--- src/rtl/dm9000a_bus_ctrl_if.sv ---
// Request/response handshake plus DM9000A pin bundle between the data-feed logic and the bus engine.
// The engine connects through 'slave'; the requester and pad logic use 'master'.
interface dm9000a_bus_ctrl_if;
  logic        req_valid;
  logic        req_ready;
  logic        req_write;
  logic        req_cmd;
  logic [15:0] req_wdata;
  logic        rsp_valid;
  logic [15:0] rsp_rdata;
  logic        enet_cs_n;
  logic        enet_cmd;
  logic        enet_ior_n;
  logic        enet_iow_n;
  logic [15:0] enet_data_out;
  logic        enet_data_oe;
  logic [15:0] enet_data_in;

  modport slave (
    input  req_valid, req_write, req_cmd, req_wdata, enet_data_in,
    output req_ready, rsp_valid, rsp_rdata,
    output enet_cs_n, enet_cmd, enet_ior_n, enet_iow_n, enet_data_out, enet_data_oe
  );

  modport master (
    output req_valid, req_write, req_cmd, req_wdata, enet_data_in,
    input  req_ready, rsp_valid, rsp_rdata,
    input  enet_cs_n, enet_cmd, enet_ior_n, enet_iow_n, enet_data_out, enet_data_oe
  );
endinterface

--- src/rtl/dm9000a_bus_ctrl.sv ---
// DM9000A host bus cycle engine: one request at a time becomes a timed CS#/CMD/IOR#/IOW# cycle.
// All pins come from flops; each pin flop is loaded with the value for the state being entered.
module dm9000a_bus_ctrl #(
  parameter int unsigned SETUP_CYC   = 1,
  parameter int unsigned STROBE_CYC  = 2,
  parameter int unsigned HOLD_CYC    = 1,
  parameter int unsigned RECOVER_CYC = 2
) (
  input  logic                clk,
  input  logic                reset_n,
  dm9000a_bus_ctrl_if.slave   bus
);

  if (SETUP_CYC < 1 || SETUP_CYC > 15) begin : g_bad_setup
    $error("SETUP_CYC must be in 1..15");
  end
  if (STROBE_CYC < 1 || STROBE_CYC > 15) begin : g_bad_strobe
    $error("STROBE_CYC must be in 1..15");
  end
  if (HOLD_CYC < 1 || HOLD_CYC > 15) begin : g_bad_hold
    $error("HOLD_CYC must be in 1..15");
  end
  if (RECOVER_CYC < 1 || RECOVER_CYC > 15) begin : g_bad_recover
    $error("RECOVER_CYC must be in 1..15");
  end

  localparam logic [3:0] SETUP_LD   = 4'(SETUP_CYC - 1);
  localparam logic [3:0] STROBE_LD  = 4'(STROBE_CYC - 1);
  localparam logic [3:0] HOLD_LD    = 4'(HOLD_CYC - 1);
  localparam logic [3:0] RECOVER_LD = 4'(RECOVER_CYC - 1);

  typedef enum logic [2:0] {
    ST_IDLE    = 3'd0,
    ST_SETUP   = 3'd1,
    ST_STROBE  = 3'd2,
    ST_HOLD    = 3'd3,
    ST_RECOVER = 3'd4
  } state_t;

  state_t      state_r, state_s;
  logic [3:0]  cnt_r, cnt_s;
  logic        accept_s;
  logic        write_r, write_s;
  logic        active_s, strobe_s, sample_s;
  logic        cs_n_s, ior_n_s, iow_n_s, oe_s;
  logic        cs_n_r, ior_n_r, iow_n_r, oe_r, cmd_r, rsp_valid_r;
  logic [15:0] dout_r, rdata_r;

  // State register with per-state down-counter
  always_ff @(posedge clk or negedge reset_n) begin
    if (!reset_n) begin
      state_r <= ST_IDLE;
      cnt_r   <= 4'd0;
    end else begin
      state_r <= state_s;
      cnt_r   <= cnt_s;
    end
  end

  // Next-state: each phase lasts its cycle count, then loads the next phase's count
  always_comb begin
    state_s  = state_r;
    cnt_s    = cnt_r;
    accept_s = 1'b0;
    case (state_r)
      ST_IDLE: begin
        if (bus.req_valid) begin
          accept_s = 1'b1;
          state_s  = ST_SETUP;
          cnt_s    = SETUP_LD;
        end else begin
          state_s  = ST_IDLE;
        end
      end
      ST_SETUP: begin
        if (cnt_r == 4'd0) begin
          state_s = ST_STROBE;
          cnt_s   = STROBE_LD;
        end else begin
          cnt_s   = cnt_r - 4'd1;
        end
      end
      ST_STROBE: begin
        if (cnt_r == 4'd0) begin
          state_s = ST_HOLD;
          cnt_s   = HOLD_LD;
        end else begin
          cnt_s   = cnt_r - 4'd1;
        end
      end
      ST_HOLD: begin
        if (cnt_r == 4'd0) begin
          state_s = ST_RECOVER;
          cnt_s   = RECOVER_LD;
        end else begin
          cnt_s   = cnt_r - 4'd1;
        end
      end
      ST_RECOVER: begin
        if (cnt_r == 4'd0) begin
          state_s = ST_IDLE;
          cnt_s   = 4'd0;
        end else begin
          cnt_s   = cnt_r - 4'd1;
        end
      end
      default: begin
        state_s = ST_IDLE;
        cnt_s   = 4'd0;
      end
    endcase
  end

  // Pin values for the state being entered; on accept the request fields bypass the capture flops
  always_comb begin
    write_s  = accept_s ? bus.req_write : write_r;
    active_s = (state_s == ST_SETUP) || (state_s == ST_STROBE) || (state_s == ST_HOLD);
    strobe_s = (state_s == ST_STROBE);
    cs_n_s   = ~active_s;
    oe_s     = active_s & write_s;
    ior_n_s  = ~(strobe_s & ~write_s);
    iow_n_s  = ~(strobe_s & write_s);
    sample_s = (state_r == ST_STROBE) && (cnt_r == 4'd0);
  end

  // Pin, capture and response registers
  always_ff @(posedge clk or negedge reset_n) begin
    if (!reset_n) begin
      cs_n_r      <= 1'b1;
      ior_n_r     <= 1'b1;
      iow_n_r     <= 1'b1;
      oe_r        <= 1'b0;
      cmd_r       <= 1'b0;
      dout_r      <= 16'h0000;
      write_r     <= 1'b0;
      rsp_valid_r <= 1'b0;
      rdata_r     <= 16'h0000;
    end else begin
      cs_n_r      <= cs_n_s;
      ior_n_r     <= ior_n_s;
      iow_n_r     <= iow_n_s;
      oe_r        <= oe_s;
      rsp_valid_r <= sample_s;
      if (accept_s) begin
        write_r <= bus.req_write;
        cmd_r   <= bus.req_cmd;
        if (bus.req_write) begin
          dout_r <= bus.req_wdata;
        end
      end
      // Read data is latched on the edge that closes the last strobe cycle
      if (sample_s && !write_r) begin
        rdata_r <= bus.enet_data_in;
      end
    end
  end

  assign bus.req_ready     = (state_r == ST_IDLE);
  assign bus.rsp_valid     = rsp_valid_r;
  assign bus.rsp_rdata     = rdata_r;
  assign bus.enet_cs_n     = cs_n_r;
  assign bus.enet_cmd      = cmd_r;
  assign bus.enet_ior_n    = ior_n_r;
  assign bus.enet_iow_n    = iow_n_r;
  assign bus.enet_data_out = dout_r;
  assign bus.enet_data_oe  = oe_r;

endmodule

--- src/flat_wrapper.sv ---
// flat-port wrapper written by rule: the top's interface ports become plain ports
module dm9000a_bus_ctrl_flat 
#(
  parameter int unsigned SETUP_CYC   = 1,
  parameter int unsigned STROBE_CYC  = 2,
  parameter int unsigned HOLD_CYC    = 1,
  parameter int unsigned RECOVER_CYC = 2
)
  (clk, reset_n, bus_req_valid, bus_req_write, bus_req_cmd, bus_req_wdata, bus_enet_data_in, bus_req_ready, bus_rsp_valid, bus_rsp_rdata, bus_enet_cs_n, bus_enet_cmd, bus_enet_ior_n, bus_enet_iow_n, bus_enet_data_out, bus_enet_data_oe);
  dm9000a_bus_ctrl_if bus_i ();
  input  logic clk;
  input  logic reset_n;
  input wire logic [$bits(bus_i.req_valid)-1:0] bus_req_valid;
  input wire logic [$bits(bus_i.req_write)-1:0] bus_req_write;
  input wire logic [$bits(bus_i.req_cmd)-1:0] bus_req_cmd;
  input wire logic [$bits(bus_i.req_wdata)-1:0] bus_req_wdata;
  input wire logic [$bits(bus_i.enet_data_in)-1:0] bus_enet_data_in;
  output wire logic [$bits(bus_i.req_ready)-1:0] bus_req_ready;
  output wire logic [$bits(bus_i.rsp_valid)-1:0] bus_rsp_valid;
  output wire logic [$bits(bus_i.rsp_rdata)-1:0] bus_rsp_rdata;
  output wire logic [$bits(bus_i.enet_cs_n)-1:0] bus_enet_cs_n;
  output wire logic [$bits(bus_i.enet_cmd)-1:0] bus_enet_cmd;
  output wire logic [$bits(bus_i.enet_ior_n)-1:0] bus_enet_ior_n;
  output wire logic [$bits(bus_i.enet_iow_n)-1:0] bus_enet_iow_n;
  output wire logic [$bits(bus_i.enet_data_out)-1:0] bus_enet_data_out;
  output wire logic [$bits(bus_i.enet_data_oe)-1:0] bus_enet_data_oe;
  assign bus_i.req_valid = bus_req_valid;
  assign bus_i.req_write = bus_req_write;
  assign bus_i.req_cmd = bus_req_cmd;
  assign bus_i.req_wdata = bus_req_wdata;
  assign bus_i.enet_data_in = bus_enet_data_in;
  assign bus_req_ready = bus_i.req_ready;
  assign bus_rsp_valid = bus_i.rsp_valid;
  assign bus_rsp_rdata = bus_i.rsp_rdata;
  assign bus_enet_cs_n = bus_i.enet_cs_n;
  assign bus_enet_cmd = bus_i.enet_cmd;
  assign bus_enet_ior_n = bus_i.enet_ior_n;
  assign bus_enet_iow_n = bus_i.enet_iow_n;
  assign bus_enet_data_out = bus_i.enet_data_out;
  assign bus_enet_data_oe = bus_i.enet_data_oe;
  dm9000a_bus_ctrl #(.SETUP_CYC(SETUP_CYC), .STROBE_CYC(STROBE_CYC), .HOLD_CYC(HOLD_CYC), .RECOVER_CYC(RECOVER_CYC)) u_core (.clk(clk), .reset_n(reset_n), .bus(bus_i));
endmodule
--- config.mk ---
export PLATFORM = sky130hd
export DESIGN_NAME = dm9000a_bus_ctrl_flat
export DESIGN_NICKNAME = d
export VERILOG_FILES = /design/src/rtl/dm9000a_bus_ctrl_if.sv /design/src/rtl/dm9000a_bus_ctrl.sv /design/src/flat_wrapper.sv
export SDC_FILE = /design/constraint.sdc
export NUM_CORES = 1
export LEC_CHECK = 0
export ABC_CLOCK_PERIOD_IN_PS = 5800
export CAP_MARGIN = 15
export CELL_PAD_IN_SITES_DETAIL_PLACEMENT = 2
export CELL_PAD_IN_SITES_GLOBAL_PLACEMENT = 2
export CORE_ASPECT_RATIO = 2
export CORE_MARGIN = 3
export CORE_UTILIZATION = 30
export CTS_CLUSTER_DIAMETER = 150
export DETAILED_ROUTE_END_ITERATION = 10
export PLACE_DENSITY_LB_ADDON = 0.1
export SLEW_MARGIN = 20
export SYNTH_ARGS = -nofsm -noshare
export SYNTH_HDL_FRONTEND = slang
export SYNTH_SLANG_ARGS = --single-unit
--- constraint.sdc ---
create_clock -name clk -period 5.8 [get_ports clk]
set_clock_uncertainty 0.1 [all_clocks]
set_input_delay 1.16 -clock clk [delete_from_list [all_inputs] [get_ports clk]]
set_output_delay 1.16 -clock clk [all_outputs]
set_load 0.01 [all_outputs]
==> impl_metrics.sql <==
INSERT INTO impl_metrics (metric_group, metric, value, unit) VALUES
('status', 'status', 'finished clean', ''),
('power_and_ir_drop', 'power.leakage', '1.20', 'nW'),
('synth', 'netlist_instances', '141', ''),
('sta', 'finalMaxSlewViolations', '0', ''),
('sta', 'grt_setup_unrepaired', 'false', ''),
('place', 'placedCellCount', '293', ''),
('setup_path', 'worstSetupStartpointType', 'flip-flop', ''),
('clock_tree', 'hold_buffers', '0', ''),
('setup_path', 'critical_path.endpoint_type', 'output pin', ''),
('synth', 'yosys_reg_bits', '46', ''),
('die', 'floorplan.rows', '40', ''),
('setup_path', 'path_delay_family', 'buffers and inverters', ''),
('sta', 'setup-tns-final', '0', 'ns'),
('clock_tree', 'tritoncts', 'yes', ''),
('layout', 'post_route_cells_drive_above_1_share', '22.1', '%'),
('layout', 'final_cell_count_no_fill', '301', ''),
('die', 'io_pins', '76', ''),
('drt', 'routed_wire_length_per_instance', '18.1', 'µm'),
('layout', 'number_of_nets_in_the_finished_design', '253', ''),
('power_and_ir_drop', 'report.power.total', '1.64', 'mW'),
('layout', 'antenna_diode_count', '0', ''),
('clock_tree', 'tritoncts.num_buffers', '5', ''),
('synth', 'synth.avg_cell_area', '13.8', 'µm²'),
('sta', 'hold-worst-slack', '0.409', 'ns'),
('drt', 'route.detailed.vias_per_inst', '4.79', ''),
('setup_path', 'path_cells', 'or2_2, nor2_1, clkdlybuf4s50_1', ''),
('grt', 'grt_pass1_wl', '8960', 'µm'),
('clock_tree', 'numClockSinks', '46', ''),
('grt', 'grt_antenna_before_repair', '0', ''),
('sta', 'max_slew_margin', '45.1', '%'),
('setup_path', 'critical_path_class', 'flip-flop to output pin', ''),
('place', 'numPortBuffers', '75', ''),
('drt', 'drt_pre_antenna_iters', '2', ''),
('sta', 'timing.final.hold_violations', '0', ''),
('sta', 'clock.fmax', '327', 'MHz'),
('setup_path', 'timing.critical_path.slowest_cell_delay', '0.55', 'ns'),
('die', 'floorplan.die.width', '62.9', 'µm'),
('layout', 'final_core_util', '47.3', '%'),
('layout', 'layout-area-overhead-vs-synth', '50.0', '%'),
('die', 'fp.dieArea', '7530', 'µm²'),
('drt', 'final_antenna_net_count', '0', ''),
('setup_path', 'path_max_fanout', '9', ''),
('synth', 'yosys_warnings', '0', ''),
('run', 'maxCapViolations', '0', ''),
('clock_tree', 'cts_buffer_depth', '2', ''),
('synth', 'synthesis.area', '1940', 'µm²'),
('sta', 'timing.final.crit_period', '3.06', 'ns'),
('synth', 'seq_total_area_yosys', '59.5', '%'),
('synth', 'synthesis.nets', '178', ''),
('clock_tree', 'clock_tree.htree_level_count', '2', ''),
('layout', 'layout.filler_cells', '628', ''),
('place', 'gpl.final_weighted_congestion', '0.724', ''),
('clock_tree', 'clk_pin_slew_worst_setup_hold_paths', '0.06', 'ns'),
('grt', 'largest_net_degree_at_the_start_of_global_routing', '47', ''),
('place', 'detail_placement_hpwl', '4000', 'µm'),
('clock_tree', 'cts.repair.resized', '0', ''),
('setup_path', 'worst-endpoint-required', '4.54', 'ns'),
('setup_path', 'worst_path_arrival_time', '1.80', 'ns'),
('grt', 'first_global_vias', '1704', ''),
('drt', 'drt_drc_violations_left', '0', ''),
('sta', 'post-route-period-util', '52.7', '%'),
('sta', 'timing_worst_slew_pin_value', '0.821', 'ns'),
('clock_tree', 'ctsRootBufferMaster', 'sky130_fd_sc_hd__clkbuf_16', ''),
('die', 'dieHeight', '120', 'µm'),
('grt', 'grt_overflow', '0', ''),
('clock_tree', 'worst_skew_pair.late_latency', '0.29', 'ns'),
('drt', 'via_count', '1443', ''),
('drt', 'detail_route.wirelength', '5460', 'µm'),
('setup_path', 'critical_path.slowest_cell', 'sky130_fd_sc_hd__clkdlybuf4s50_1', ''),
('power_and_ir_drop', 'worst_ir_drop_vdd', '0.279', 'mV'),
('setup_path', 'timing.critical_path.buf_inv', '1', ''),
('clock_tree', 'post-cts-setup-buffer-count', '0', ''),
('power_and_ir_drop', 'power_density', '563', 'nW/µm²'),
('synth', 'cell_variety_after_synth', '33', ''),
('grt', 'grt_util_overall', '15.6', '%'),
('die', 'initial_utilization', '31.5', '%'),
('sta', 'final-setup-viol-count', '0', ''),
('drt', 'drt_first_iter_violations', '23', ''),
('worst_hold_path', 'hold_path.class', 'flip-flop to flip-flop', ''),
('die', 'floorplan.core_area', '6160', 'µm²');
Yosys cell counts:
master                       n  area, µm²
sky130_fd_sc_hd__nor2_1      8       30.0
sky130_fd_sc_hd__nor4_1      1       6.26
sky130_fd_sc_hd__o32ai_1     1       8.76
sky130_fd_sc_hd__buf_6       2       22.5
sky130_fd_sc_hd__dfstp_2     3       78.8
sky130_fd_sc_hd__buf_8       1       15.0
sky130_fd_sc_hd__nor3_1      3       15.0
sky130_fd_sc_hd__nor2b_1     1       6.26
sky130_fd_sc_hd__or2_2       1       6.26
sky130_fd_sc_hd__inv_1       1       3.75
sky130_fd_sc_hd__o22ai_1     2       12.5
sky130_fd_sc_hd__dfrtp_1    43       1080
sky130_fd_sc_hd__nand3_1     5       25.0
sky130_fd_sc_hd__nand4b_1    1       8.76
sky130_fd_sc_hd__clkbuf_1    4       15.0
sky130_fd_sc_hd__nand2b_1    2       12.5
sky130_fd_sc_hd__a21oi_1     3       15.0
sky130_fd_sc_hd__a21boi_0    1       7.51
sky130_fd_sc_hd__clkbuf_2    1       5.00
sky130_fd_sc_hd__nor4_4      1       21.3
sky130_fd_sc_hd__o21bai_1    1       7.51
sky130_fd_sc_hd__a22oi_1     1       7.51
sky130_fd_sc_hd__o2bb2ai_1   1       8.76
sky130_fd_sc_hd__or4_4       1       11.3
sky130_fd_sc_hd__nand2_1     6       22.5
sky130_fd_sc_hd__o21a_1      2       15.0
sky130_fd_sc_hd__and2_1      2       12.5
sky130_fd_sc_hd__mux2_4     10        150
sky130_fd_sc_hd__a211oi_1    1       7.51
sky130_fd_sc_hd__nor4b_1     1       8.76
sky130_fd_sc_hd__xor2_1      1       8.76
sky130_fd_sc_hd__o21ai_0     6       30.0
sky130_fd_sc_hd__mux2_2     23        259
flip-flops by register name (all words and copies together) (netlist names):
register / flops
u_core.bus.enet_cmd: 1
u_core.bus.enet_cs_n: 1
u_core.bus.enet_data_oe: 1
u_core.bus.enet_data_out: 16
u_core.bus.enet_ior_n: 1
u_core.bus.enet_iow_n: 1
u_core.bus.rsp_rdata: 16
u_core.bus.rsp_valid: 1
u_core.cnt_r: 4
u_core.state_r: 3
u_core.write_r: 1
worst register-to-register path, delay by kind of cell (launching register included):
kind / cells / cell delay (ns)
and+or+nand+nor: 2 / 1.22
DFF: 1 / 0.48
muxes: 1 / 0.53
through the flow:
step	cell area [µm²]	setup slack [ns]
floorplan	1940	3.30
global placement	2740	2.50
detailed placement	2740	2.39
CTS	2910	2.67
global route	2910	2.56
finish	2910	2.74
final timing paths:
kind	startpoint	endpoint	cells past startpoint	slack, ns
max in group asynchronous	reset_n	u_core.bus.rsp_rdata[15]	1	4.41
worst min register to register	u_core.bus.enet_data_out[2]	u_core.bus.enet_data_out[2]	1	0.41
worst max register to register	u_core.state_r[1]	u_core.bus.enet_data_out[4]	3	3.35
worst max-delay path	u_core.state_r[1]	bus_req_ready	3	2.74
worst min-delay path	u_core.bus.enet_data_out[2]	u_core.bus.enet_data_out[2]	1	0.41
min in group asynchronous	reset_n	u_core.cnt_r[3]	1	0.78
cell families after synthesis:
family	share of synthesized area [%]
AO/OA/AOI/OAI	6.19
flip-flops	59.5
buffers and inverters	3.16
XOR/XNOR	0.451
AND/OR/NAND/NOR	9.61
multiplexers	21.1
final cells by class:
class                           count  area [µm²]  area share (%)
Timing Repair Buffer               76         756            26.0
Inverter                            1        3.75           0.129
Clock inverter                      2        37.5            1.29
Sequential cell                    46        1150            39.7
Clock buffer                        6         129            4.43
Multi-Input combinational cell     86         724            24.9
Tap cell                           84         105            3.61
per-layer routing:
| metal | GRT usage (%) | routed length [µm] | share of wire (%) |
|---|---|---|---|
| met4 | 6.36 | 99 | 1.8 |
| met5 | 0 | 0 | 0 |
| met3 | 5.43 | 336 | 6.2 |
| met2 | 29.1 | 3220 | 59 |
| met1 | 15.2 | 1800 | 33 |
placed cells by master, fill, tap and decap left out, drive strengths merged, types with 2 or more instances in the layout:
master         netlist  routed
o21ai                6       6
dfstp                3       3
dfrtp               43      43
nor2                 8       8
clkbuf               5       6
nor3                 3       3
o22ai                2       2
clkdlybuf4s50        0      74
nand2                6       6
a21oi                3       3
and2                 2       2
nand3                5       5
nor4                 2       2
nand2b               2       2
mux2                33      33
o21a                 2       2
buf                  3       2
where the power goes:
part | switching (mW) | internal (mW)
clock | 0.120 | 0.203
sequential | 0.113 | 0.476
combinational | 0.285 | 0.440
Note: power is estimated with default switching activity, not from simulation.
